<file path="config.mk">
export PLATFORM = sky130hd
export DESIGN_NAME = axis_rr_arbiter
export DESIGN_NICKNAME = d
export VERILOG_FILES = /design/src/rtl/jpeg2k_axis_pkg.sv /design/src/rtl/axis_reg_stage.sv /design/src/rtl/axis_rr_arbiter.sv
export SDC_FILE = /design/constraint.sdc
export NUM_CORES = 1
export LEC_CHECK = 0
export CAP_MARGIN = 25
export CORE_ASPECT_RATIO = 0.7
export CORE_MARGIN = 3
export CORE_UTILIZATION = 40
export CTS_CLUSTER_SIZE = 20
export DETAILED_ROUTE_END_ITERATION = 8
export PLACE_DENSITY = 0.8
export RECOVER_POWER = 50
export REMOVE_ABC_BUFFERS = 1
export SYNTH_ARGS = -nofsm -noshare
export SYNTH_HDL_FRONTEND = slang
export SYNTH_SLANG_ARGS = --single-unit
</file>
<file path="constraint.sdc">
create_clock -name clk_i -period 4.64 [get_ports clk_i]
set_input_delay 1.16 -clock clk_i [delete_from_list [all_inputs] [get_ports clk_i]]
set_output_delay 1.16 -clock clk_i [all_outputs]
set_load 0.05 [all_outputs]
</file>
<file path="src/rtl/jpeg2k_axis_pkg.sv">
// Shared types and helpers for the AXI-stream merge logic feeding the block coder.
package jpeg2k_axis_pkg;

  typedef enum logic {
    IDLE   = 1'b0,
    LOCKED = 1'b1
  } arb_state_e;

  localparam int unsigned MaxInputs = 32;
  localparam int unsigned PtrWidth  = 5;

  // First set bit of valid strictly after ptr, wrapping modulo n; returns ptr if none set.
  function automatic logic [PtrWidth-1:0] rr_pick(
    input logic [MaxInputs-1:0] valid,
    input logic [PtrWidth-1:0]  ptr,
    input int unsigned          n
  );
    logic        found;
    int unsigned idx;
    rr_pick = ptr;
    found   = 1'b0;
    for (int unsigned k = 1; k <= MaxInputs; k++) begin
      if (k <= n) begin
        idx = int'(unsigned'(ptr)) + k;
        if (idx >= n) idx = idx - n;
        if (!found && valid[idx[PtrWidth-1:0]]) begin
          rr_pick = idx[PtrWidth-1:0];
          found   = 1'b1;
        end
      end
    end
  endfunction

endpackage

</file>
<file path="src/rtl/axis_reg_stage.sv">
// Single-entry AXI-stream register; 1-cycle latency, full throughput.
// Backpressure: in_ready = !out_valid | out_ready, forced low while in reset.
module axis_reg_stage #(
  parameter int Width = 8
) (
  input  logic             clk_i,
  input  logic             rst_ni,
  input  logic             in_valid,
  input  logic [Width-1:0] in_data,
  output logic             in_ready,
  output logic             out_valid,
  output logic [Width-1:0] out_data,
  input  logic             out_ready
);

  assign in_ready = rst_ni & (!out_valid | out_ready);

  always_ff @(posedge clk_i or negedge rst_ni) begin
    if (!rst_ni) begin
      out_valid <= 1'b0;
      out_data  <= '0;
    end else if (in_ready) begin
      out_valid <= in_valid;
      out_data  <= in_data;
    end
  end

endmodule

</file>
<file path="src/rtl/axis_rr_arbiter.sv">
// Round-robin merge of NumInputs AXI streams into one registered output, optional packet lock.
// Latency 1 cycle; sources only see ready when the output register can take a beat.
module axis_rr_arbiter
  import jpeg2k_axis_pkg::*;
#(
  parameter  int NumInputs  = 4,
  parameter  int DataWidth  = 16,
  parameter  int LockOnLast = 1,
  localparam int IdWidth    = $clog2(NumInputs)
) (
  input  logic                           clk_i,
  input  logic                           rst_ni,
  input  logic [NumInputs*DataWidth-1:0] s_data_i,
  input  logic [NumInputs-1:0]           s_valid_i,
  input  logic [NumInputs-1:0]           s_last_i,
  output logic [NumInputs-1:0]           s_ready_o,
  output logic [DataWidth-1:0]           m_data_o,
  output logic                           m_last_o,
  output logic [IdWidth-1:0]             m_id_o,
  output logic                           m_valid_o,
  input  logic                           m_ready_i
);

  localparam int RegWidth = 1 + IdWidth + DataWidth;

  arb_state_e           state_q, state_d;
  logic [IdWidth-1:0]   grant_q, grant_d;
  logic [IdWidth-1:0]   ptr_q, ptr_d;
  logic [IdWidth-1:0]   sel;
  logic [DataWidth-1:0] sel_data;
  logic                 sel_valid;
  logic                 sel_last;
  logic                 reg_ready;
  logic                 accept;
  logic [RegWidth-1:0]  reg_out;

  always_comb begin
    sel = (state_q == LOCKED) ? grant_q
        : IdWidth'(rr_pick(MaxInputs'(s_valid_i), PtrWidth'(ptr_q), NumInputs));
  end

  always_comb begin
    sel_data  = '0;
    sel_valid = 1'b0;
    sel_last  = 1'b0;
    s_ready_o = '0;
    for (int i = 0; i < NumInputs; i++) begin
      if (sel == IdWidth'(i)) begin
        sel_data     = s_data_i[i*DataWidth +: DataWidth];
        sel_valid    = s_valid_i[i];
        sel_last     = s_last_i[i];
        // A locked grant keeps ready up through gaps in the packet.
        s_ready_o[i] = reg_ready & ((state_q == LOCKED) | s_valid_i[i]);
      end
    end
  end

  assign accept = sel_valid & reg_ready;

  always_comb begin
    state_d = state_q;
    grant_d = grant_q;
    ptr_d   = ptr_q;
    if (accept) begin
      case (state_q)
        IDLE: begin
          if ((LockOnLast != 0) && !sel_last) begin
            state_d = LOCKED;
            grant_d = sel;
          end else begin
            ptr_d = sel;
          end
        end
        LOCKED: begin
          if (sel_last) begin
            state_d = IDLE;
            ptr_d   = grant_q;
          end
        end
        default: state_d = IDLE;
      endcase
    end
  end

  always_ff @(posedge clk_i or negedge rst_ni) begin
    if (!rst_ni) begin
      state_q <= IDLE;
      grant_q <= '0;
      ptr_q   <= IdWidth'(NumInputs - 1);
    end else begin
      state_q <= state_d;
      grant_q <= grant_d;
      ptr_q   <= ptr_d;
    end
  end

  axis_reg_stage #(
    .Width(RegWidth)
  ) u_out_reg (
    .clk_i    (clk_i),
    .rst_ni   (rst_ni),
    .in_valid (sel_valid),
    .in_data  ({sel_last, sel, sel_data}),
    .in_ready (reg_ready),
    .out_valid(m_valid_o),
    .out_data (reg_out),
    .out_ready(m_ready_i)
  );

  assign m_last_o = reg_out[RegWidth-1];
  assign m_id_o   = reg_out[DataWidth +: IdWidth];
  assign m_data_o = reg_out[DataWidth-1:0];

endmodule
</file>
==> flow_summary.yaml <==
synth:
  synth_seq_area_share: 0.323
  synthCells: 194
  ys.flop_type: "dfrtp_1"
  yosys.cell_count.top_type: "mux2i_1"
  yosysTopAreaCell: "dfrtp_1"
  synth_area_um2: 1940
  synth_edf_count: 0
  netlist.area_leader.share: 0.296
  yosys_warnings: 0
  synthArstFlopShare: 1.00
  yosysUniqueCellTypes: 42
  synth_area_leaders: "dfrtp_1, mux2i_1, mux2_2, o21ai_0, nand2_1"
  syn_area_per_cell_um2: 10.0
  synth.ff_latch_count: 25
  synth_common_cells: "mux2i_1, dfrtp_1, nand2_1"
detailed_routing:
  avgViaCountPerCell: 5.33
  antenna_left: 0
  drc_errors: 0
  drt_iter0_markers: 60
  wirelength_mm: 5.58
  first_pass_iters: 4
  wl_per_cell_um: 15.9
  vias: 1876
worst_setup_path:
  r2r_slack_ns: 0.47
  slowest_delay_ns: 0.74
  cp-start-kind: "register"
  crit_path_max_fanout: 15
  crit_slowest_cell: "dfstp_4"
  r2r_start: "ptr_q[0]"
  arrival_ns: 3.34
  crit_chain: "inv_1 > ha_2 > mux2i_1 > or3_1 > and3_1 > a32o_2 > mux2_2 > nor4_2 > buf_4 > buf_12"
  reg2reg_depth: 13
  endpoint_kind: "output port"
  required_ns: 3.48
  worstReg2RegEnd: "grant_q[0]"
  crit_type: "reg2out"
timing:
  rsz0062_at_grt: "false"
  fin_setup_tns_ns: 0
  post-route-period-util: 0.971
  finalCriticalPeriod_ns: 4.50
  finalHoldViolCount: 0
  tightest_slew_ns: 1.22
  finalClockSkew_ns: 0.00159
  setup_viol_count_final: 0
  clock.fmax_mhz: 222
  maxSlewHeadroom: 0.189
  slew_violations: 0
cells_and_area:
  nets: 378
  antenna_cells: 0
  synthToLayoutAreaGrowth_pct: 62.7
  instances_no_fill: 352
  drive_above_1_share: 0.202
grt:
  grt_pass1_wl_mm: 8.84
  grt_max_degree: 37
  grt_pass1_vias: 1877
  antenna_found_initial: 0
  gr-usage-all-layers: 0.199
  grt-ovfl-total: 0
floorplanning:
  dieArea_um2: 5740
  die_x_um: 89.3
  dieHeight_um: 64.3
  ios: 99
  std_cell_rows: 20
  coreArea_um2: 4500
  start_util: 0.431
min_path:
  hp-start: "u_out_reg.out_data[18]"
  worst_hold_path_type: "reg2reg"
  hold_path_end: "u_out_reg.out_data[18]"
  hold_depth: 2
place:
  place_congestion: 0.878
  dp_cells: 345
  post-dp-hpwl_mm: 4.47
  portBuffers: 98
clock_network:
  path_clk_slew_ns: 0.09
  cts_tree: "done"
  clk_latency_ns: 0.27
  clk_path_buf_depth: 2
  cts_root_buf: "clkbuf_8"
  htreeDepth: 1
  clock_sinks: 25
  numCtsBuffers: 3
  cts_hold_buffers: 0
power:
  p_leak_nw: 1.42
  ir_drop_v: 0.000455
  total_power_mw: 2.58
  pwr_density_cell_nw_per_um2: 816
status:
  status: "completed"
job:
  cap_violations: 0
area by class of cell:
| cell class | instances | area, um2 |
|---|---|---|
| inverter | 5 | 18.8 |
| timing repair buffer | 114 | 1140 |
| multi-input combinational | 149 | 1250 |
| sequential | 25 | 632 |
| clock inverter | 1 | 8.76 |
| clock buffer | 3 | 41.3 |
| tap | 55 | 68.8 |
| fill | 370 | 1340 |
what timing repair did:
action,in CTS,in global routing
resized for setup,5,8
endpoints found under the setup margin,4,4
setup buffers,3,0
critical path: cells and delay by family, from the launching register on:
family | cells | cell delay, ns
DFF | 1 | 0.74
adders and majority gates | 1 | 0.42
buffers and inverters | 3 | 0.39
AOI/OAI and AO/OA | 1 | 0.26
muxes | 2 | 0.43
and+or+nand+nor | 3 | 0.82
stage by stage:
step | hold WS (ns) | util | area (um2) | setup WS [ns]
3_5_place_dp | 0.462 | 0.678 | 3050 | -0.119
2_1_floorplan | 0.481 | - | 1860 | -1.10
5_1_grt | 0.512 | 0.702 | 3160 | 0.00888
4_1_cts | 0.484 | 0.694 | 3130 | 0.00507
3_3_place_gp | 0.459 | 0.678 | 3050 | 0.0139
6_report | 0.475 | 0.702 | 3160 | 0.137
routing by layer:
layer	share of wire	vias up	GRT usage
met3	0.11	12	0.0722
met4	0.023	0	0.0688
li1	-	906	-
met5	0	-	0
met1	0.42	866	0.251
met2	0.45	92	0.313
cell families after synthesis:
logic type               count (synthesis)  share of synthesized area
flip-flops                              25                      0.323
AND/OR/NAND/NOR                         42                      0.104
AO/OA/AOI/OAI                           36                      0.122
multiplexers                            66                      0.367
adder cells (fa/ha/maj)                  5                     0.0322
buffers and inverters                   20                     0.0515
layout by cell type (no fill, tap or decap), types with 2 or more instances in the layout:
| master | count |
|---|---|
| a21oi_1 | 3 |
| and3_1 | 2 |
| buf_12 | 4 |
| buf_4 | 15 |
| clkbuf_8 | 3 |
| clkdlybuf4s50_1 | 78 |
| dfrtp_1 | 23 |
| dlygate4sd2_1 | 3 |
| dlygate4sd3_1 | 12 |
| ha_1 | 4 |
| inv_1 | 5 |
| mux2_1 | 2 |
| mux2_2 | 18 |
| mux2_4 | 3 |
| mux2i_1 | 42 |
| nand2_1 | 22 |
| nor2_1 | 6 |
| o21a_1 | 3 |
| o21ai_0 | 17 |
| o21ai_2 | 2 |
how the worst max path moves through the flow:
stage	from	slack (ns)	depth (start not counted)	end
2_1_floorplan	ptr_q[0]	-1.10	8	s_ready_o[1]
3_3_place_gp	s_valid_i[3]	0.01	9	s_ready_o[3]
3_5_place_dp	s_valid_i[2]	-0.12	8	s_ready_o[2]
4_1_cts	ptr_q[0]	0.005	10	s_ready_o[3]
5_1_grt	ptr_q[0]	0.009	10	s_ready_o[3]
6_report	ptr_q[0]	0.14	10	s_ready_o[3]
registers in the layout (all words and copies together), names as in the netlist:
signal and flops:
grant_q 2, u_out_reg.out_data 19, u_out_reg.out_valid 1, ptr_q 2
state_q 1
power by group:
part	internal, mW	switching [mW]	total (mW)
combinational	0.945	1.07	2.01
clock	0.0629	0.0706	0.134
sequential	0.339	0.0930	0.432
total	1.35	1.23	2.58
(Power assumes the default switching activity.)
